## src/rtl/motor_pkg.sv

```systemverilog
// motor_pkg: shared state type, period constants and the duty slew helper
// used by the motor PWM driver (motor_pwm_driver and pwm_deadtime).
package motor_pkg;

  localparam int PWM_PERIOD_BITS = 8;
  localparam logic [PWM_PERIOD_BITS-1:0] DUTY_MAX = 8'd255;

  typedef enum logic [2:0] {
    IDLE,
    DEAD,
    HIGH_ON,
    LOW_ON,
    FAULT
  } pwm_state_t;

  // Move cur toward tgt by at most step, landing exactly on tgt when it is within reach.
  // The difference is taken as a 9-bit signed value so nothing wraps at 0 or 255.
  function automatic logic [7:0] slewToward(input logic [7:0] cur,
                                            input logic [7:0] tgt,
                                            input logic [7:0] step);
    logic signed [8:0] diff;
    logic signed [8:0] stepS;
    diff  = $signed({1'b0, tgt}) - $signed({1'b0, cur});
    stepS = $signed({1'b0, step});
    if (diff > stepS) begin
      slewToward = cur + step;
    end else if (diff < -stepS) begin
      slewToward = cur - step;
    end else begin
      slewToward = tgt;
    end
  endfunction

endpackage

```

## src/rtl/pwm_deadtime.sv

```systemverilog
// pwm_deadtime: half-bridge gate sequencer. Turns the raw PWM level into
// complementary gate drive with a dead window between every change of side,
// and holds both gates off while disabled or faulted.
module pwm_deadtime
  import motor_pkg::*;
#(
  parameter int DEAD_TIME = 4
) (
  input  logic c20k,
  input  logic reset,
  input  logic raw,
  input  logic enable,
  input  logic kill,
  input  logic clear,
  output logic highSide,
  output logic lowSide,
  output logic faulted
);

  localparam logic [3:0] DeadLoad = 4'(DEAD_TIME);

  pwm_state_t stateReg, stateNext;
  logic [3:0] deadCntReg, deadCntNext;
  logic       targetReg, targetNext;
  logic       highSideReg, lowSideReg, faultedReg;

  // State and counter registers; gate flops are loaded from the next state so both
  // sides always come from one state value and can never be high together.
  always_ff @(posedge c20k) begin
    if (reset) begin
      stateReg    <= IDLE;
      deadCntReg  <= 4'd0;
      targetReg   <= 1'b0;
      highSideReg <= 1'b0;
      lowSideReg  <= 1'b0;
      faultedReg  <= 1'b0;
    end else begin
      stateReg    <= stateNext;
      deadCntReg  <= deadCntNext;
      targetReg   <= targetNext;
      highSideReg <= (stateNext == HIGH_ON);
      lowSideReg  <= (stateNext == LOW_ON);
      faultedReg  <= (stateNext == FAULT);
    end
  end

  // Next-state logic: normal sequencing first, then disable, then fault overrides on top.
  always_comb begin
    stateNext   = stateReg;
    deadCntNext = deadCntReg;
    targetNext  = targetReg;
    case (stateReg)
      IDLE: begin
        if (enable) begin
          stateNext   = DEAD;
          targetNext  = raw;
          deadCntNext = DeadLoad;
        end
      end
      DEAD: begin
        if (raw != targetReg) begin
          // Raw moved again inside the window: restart toward the new side.
          targetNext  = raw;
          deadCntNext = DeadLoad;
        end else if (deadCntReg <= 4'd1) begin
          stateNext   = targetReg ? HIGH_ON : LOW_ON;
          deadCntNext = 4'd0;
        end else begin
          deadCntNext = deadCntReg - 4'd1;
        end
      end
      HIGH_ON: begin
        if (!raw) begin
          stateNext   = DEAD;
          targetNext  = 1'b0;
          deadCntNext = DeadLoad;
        end
      end
      LOW_ON: begin
        if (raw) begin
          stateNext   = DEAD;
          targetNext  = 1'b1;
          deadCntNext = DeadLoad;
        end
      end
      FAULT: begin
        if (clear && !kill) begin
          stateNext = IDLE;
        end
      end
      default: begin
        stateNext = IDLE;
      end
    endcase
    if (!enable && (stateReg != FAULT)) begin
      stateNext   = IDLE;
      deadCntNext = 4'd0;
    end
    if (kill) begin
      stateNext   = FAULT;
      deadCntNext = 4'd0;
    end
  end

  assign highSide = highSideReg;
  assign lowSide  = lowSideReg;
  assign faulted  = faultedReg;

endmodule

```

## src/rtl/motor_pwm_driver.sv

```systemverilog
// motor_pwm_driver: 8-bit period PWM for one half-bridge with period-synchronous
// duty shadowing, dead time, enable gating and latched fault shutdown.
// Optional: define MOTOR_PWM_SLEW_LIMIT_EN to limit the duty change per period to SLEW_STEP.
module motor_pwm_driver
  import motor_pkg::*;
#(
  parameter int DEAD_TIME = 4,
  parameter int SLEW_STEP = 4
) (
  input  logic       c20k,
  input  logic       reset,
  input  logic       Enable,
  input  logic [7:0] MotorSignal,
  input  logic       Fault,
  input  logic       FaultClear,
  output logic       HighSide,
  output logic       LowSide,
  output logic       PeriodStart,
  output logic [7:0] AppliedDuty,
  output logic       Faulted
);

`ifdef MOTOR_PWM_SLEW_LIMIT_EN
  localparam logic [7:0] StepLimit = 8'(SLEW_STEP);
`else
  // Slew limiting compiled out: any step saturates to full scale, so the
  // command is taken whole at the next boundary.
  localparam logic [7:0] StepLimit = DUTY_MAX | 8'(SLEW_STEP);
`endif

  logic [PWM_PERIOD_BITS-1:0] periodCntReg;
  logic                       periodStartReg;
  logic [7:0]                 appliedDutyReg;
  logic [7:0]                 dutyNext;
  logic                       periodEnd;
  logic                       raw;

  assign periodEnd = (periodCntReg == DUTY_MAX);
  assign dutyNext  = slewToward(appliedDutyReg, MotorSignal, StepLimit);
  assign raw       = (periodCntReg < appliedDutyReg);

  // Free-running period counter, start pulse and duty shadow loaded on the last count.
  always_ff @(posedge c20k) begin
    if (reset) begin
      periodCntReg   <= '0;
      periodStartReg <= 1'b0;
      appliedDutyReg <= 8'd0;
    end else begin
      periodCntReg   <= periodCntReg + 1'b1;
      periodStartReg <= periodEnd;
      if (periodEnd) begin
        appliedDutyReg <= dutyNext;
      end
    end
  end

  pwm_deadtime #(
    .DEAD_TIME(DEAD_TIME)
  ) deadtimeInst (
    .c20k    (c20k),
    .reset   (reset),
    .raw     (raw),
    .enable  (Enable),
    .kill    (Fault),
    .clear   (FaultClear),
    .highSide(HighSide),
    .lowSide (LowSide),
    .faulted (Faulted)
  );

  assign PeriodStart = periodStartReg;
  assign AppliedDuty = appliedDutyReg;

endmodule
```

## config.mk

```make
export PLATFORM = sky130hd
export DESIGN_NAME = motor_pwm_driver
export DESIGN_NICKNAME = d
export VERILOG_FILES = /design/src/rtl/motor_pkg.sv /design/src/rtl/pwm_deadtime.sv /design/src/rtl/motor_pwm_driver.sv
export SDC_FILE = /design/constraint.sdc
export NUM_CORES = 1
export LEC_CHECK = 0
export ABC_CLOCK_PERIOD_IN_PS = 2700
export CAP_MARGIN = 30
export CORE_AREA = 2 2 76 78
export DETAILED_ROUTE_END_ITERATION = 8
export DIE_AREA = 0 0 78 80
export SYNTH_ARGS = -nofsm -noshare
export SYNTH_HDL_FRONTEND = slang
export SYNTH_HIERARCHICAL = 1
export SYNTH_SLANG_ARGS = --single-unit
```

## constraint.sdc

```tcl
create_clock -name c20k -period 2.7 [get_ports c20k]
set_input_delay 0.54 -clock c20k [delete_from_list [all_inputs] [get_ports c20k]]
set_output_delay 0.54 -clock c20k [all_outputs]
set_load 0.02 [all_outputs]
```

==> metrics <==
Crit Path Category reg2reg; violated checks setup timing; layout cells sized above 1 20.4%; Slew @ Worst Pin 0.622 ns; Initial Utilization 36.8%; commonest cells after routing, fill and taps aside buf_4, dfxtp_1, clkdlybuf4s50_1; Worst setup SP type flop; RSZ-0062 raised after global routing true; WL final around 4600 microns; Crit path required time 2.92 ns; PnR worst setup slack -0.0337 ns; clock power share 32.0%; Post-synth EDFFs 0; Rows 27; nets@finish 339; P_leak 1.08 nW; NetSw 0.223 mW; number of global-route vias before repair approximately 1.8k; cell area after synthesis 0.00199 sq mm; Post-Syn Instances 244; Via Count 1911; die area 0.00624 sq mm; PortBufs 24; initial antenna violation count 0; power share of the combinational group 20.7%; Seq pwr share 47.2%; Antenna Nets Post-Route 0; switching share of power between 20 and 25%; Util after Layout 49.2%; clock skew approximately 0.0034 ns; final setup violation count 2; I/O pin count 25; FILL cells 536; Tot GR Track Use 15.2%; Final Max Slew Viols 0; period utilization 101%; Num CTS Buffers 3; Seq cells post-synth 28; CTS Root Cell clkbuf_8; GP Congestion 0.870; status finished, violations left; Max-Slew Margin vs Limit between 50 and 60%; Hold Crit Depth 1; placeable core region 0.00541 sq mm; Tightest Hold Check Type reg2reg; DRT Pass-1 Iters 4; DRC 0; CTS sink count 28; via density per instance 5.08; Ant. Diodes 0; Internal between 0.6 and 0.7 mW; flop-to-flop setup slack -0.03 ns; Avg WL per Cell 12.2 microns; final hold vios 0; ys async rst share 0%; fmax 366 MHz; commonest non-fill, non-tap cell in the layout buf_4; clk_lat worst skew around 0.27 ns; Area Overhead vs Synth 33.7%; CP Capture Type flop; maximum VDD drop 0.000180 V; Worst EP arrival approximately 3.0 ns; Primary FF master, synth dfxtp_1; syn_nets approximately 280; pwr dens 342 mW/mm^2; global-route wire length before repair around 7700 microns; Avg Inst Size Synth a little over 8 sq um; clk buf depth 2; initial DRC count 45; synth unique cells 57; chip width 78 microns; Max-Cap Viols 0; Crit Path Max Fanout 3; fin crit period 2.73 ns; Worst-path clk slew 0.10 ns; final total power 0.909 mW; largest net degree at the start of global routing 19; Yosys warnings 6; sequential area share after synthesis 28.2%; total grt overflow 0; CTS tree done; die height about 80 microns; worst hold margin around 0.47 ns; setup slack after placement -0.161 ns; hold buffer count at CTS 0; FF-to-FF path depth 12; detailed-placement wirelength estimate about 3600 microns; H-tree Lvls 1
==> sequential cells by signal (all words and copies together) (netlist names) <==
| register | count |
|---|---|
| deadtimeInst/faulted | 1 |
| deadtimeInst/targetReg | 1 |
| deadtimeInst/highSide | 1 |
| deadtimeInst/lowSide | 1 |
| deadtimeInst/deadCntReg | 4 |
| periodCntReg | 8 |
| AppliedDuty | 8 |
| deadtimeInst/stateReg | 3 |
| PeriodStart | 1 |
==> cells in the mapped netlist (all sizes together), types with 2 or more instances <==
cell     number  area share (%)
or3b          2            0.88
clkbuf        2            0.38
ha           21              13
nor2b         4             1.4
o22ai         4             1.3
inv          21             4.0
a211o         3             1.3
nand3        10             2.8
a21oi        17             4.5
xnor2         6             3.0
o21a          2            0.75
or3           2            0.63
nor3         10             3.3
nor3b         3             1.1
o21ai         9             2.3
or2           3            0.94
xor2          4             1.8
nor4          2            0.94
a21o          4             1.5
a32oi         3             1.3
a2bb2oi       2            0.88
a31oi         6             1.9
dfxtp        28              28
buf           4             2.1
nand2        20             3.8
o211ai        2             1.0
nor2         23             4.3
and3          7             2.3
nand2b        4             1.3
==> kinds of logic (layout without fill, tap and decap cells) <==
group           after synthesis  count (layout)  synth area share, %
buf+inv                      27              87                 6.42
flops                        28              28                 28.2
xor+xnor                     10              10                 4.78
fa+ha+maj                    21              21                 13.2
simple gates                 96              96                 26.2
mux                           1               1                0.503
compound gates               61              61                 20.7
==> repair_timing <==
item	CTS	global route
gates resized for setup	4	5
pin swaps	8	7
setup buffers	4	2
cloned	0	0
setup endpoints to repair	3	8
==> power groups by stage <==
| stage | Clock, mW | Sequential, mW | Combinational, mW |
|---|---|---|---|
| after global routing | 0.318 | 0.431 | 0.210 |
| after CTS | 0.302 | 0.429 | 0.191 |
| final | 0.291 | 0.429 | 0.188 |
| after floorplan | 0 | 0.438 | 0.0937 |
| after detailed placement | 0 | 0.438 | 0.170 |
| after global placement | 0 | 0.438 | 0.170 |
==> worst max-delay path, cell delays in order (launching register included) <==
cell and delay (ns):
dfxtp_4 0.37, inv_4 0.04, ha_4 0.25, a21o_1 0.11, a21o_1 0.14, a21oi_2 0.06
nor2b_1 0.10, o21ai_1 0.08, a211o_1 0.32, xor2_1 0.17, or4b_1 0.51, a2111o_1 0.42
nor2b_1 0.12
==> per-stage QoR <==
step                      area, sq um  setup TNS (ns)  instances
after floorplan                  1990               0        244
after global placement           2530          -0.722        368
after detailed placement         2530          -0.977        368
after CTS                        2640         -0.0688        376
after global routing             2660          -0.748        376
final                            2660         -0.0558        376
==> final cells by class <==
cell class	count	area [sq um]	share of cell area, %
well taps	72	90.1	3.39
inverters	21	81.3	3.06
repair buffers	62	529	19.9
multi-input cells	189	1330	49.9
flip-flops and latches	28	566	21.3
clock buffers	4	66.3	2.50
==> final timing paths <==
check | start | end
max | AppliedDuty[1] | deadtimeInst/highSide
min | periodCntReg[0] | periodCntReg[0]
max reg2reg | AppliedDuty[1] | deadtimeInst/highSide
min reg2reg | periodCntReg[0] | periodCntReg[0]
==> layer usage <==
layer	vias to the layer above	GRT usage [%]	wire length, microns
li1	994	-	-
met1	872	18.1	2130
met2	34	27.2	2210
met3	11	3.05	149
met4	0	5.09	96
met5	-	0	0
No activity file was read; power rests on OpenSTA's default activity.
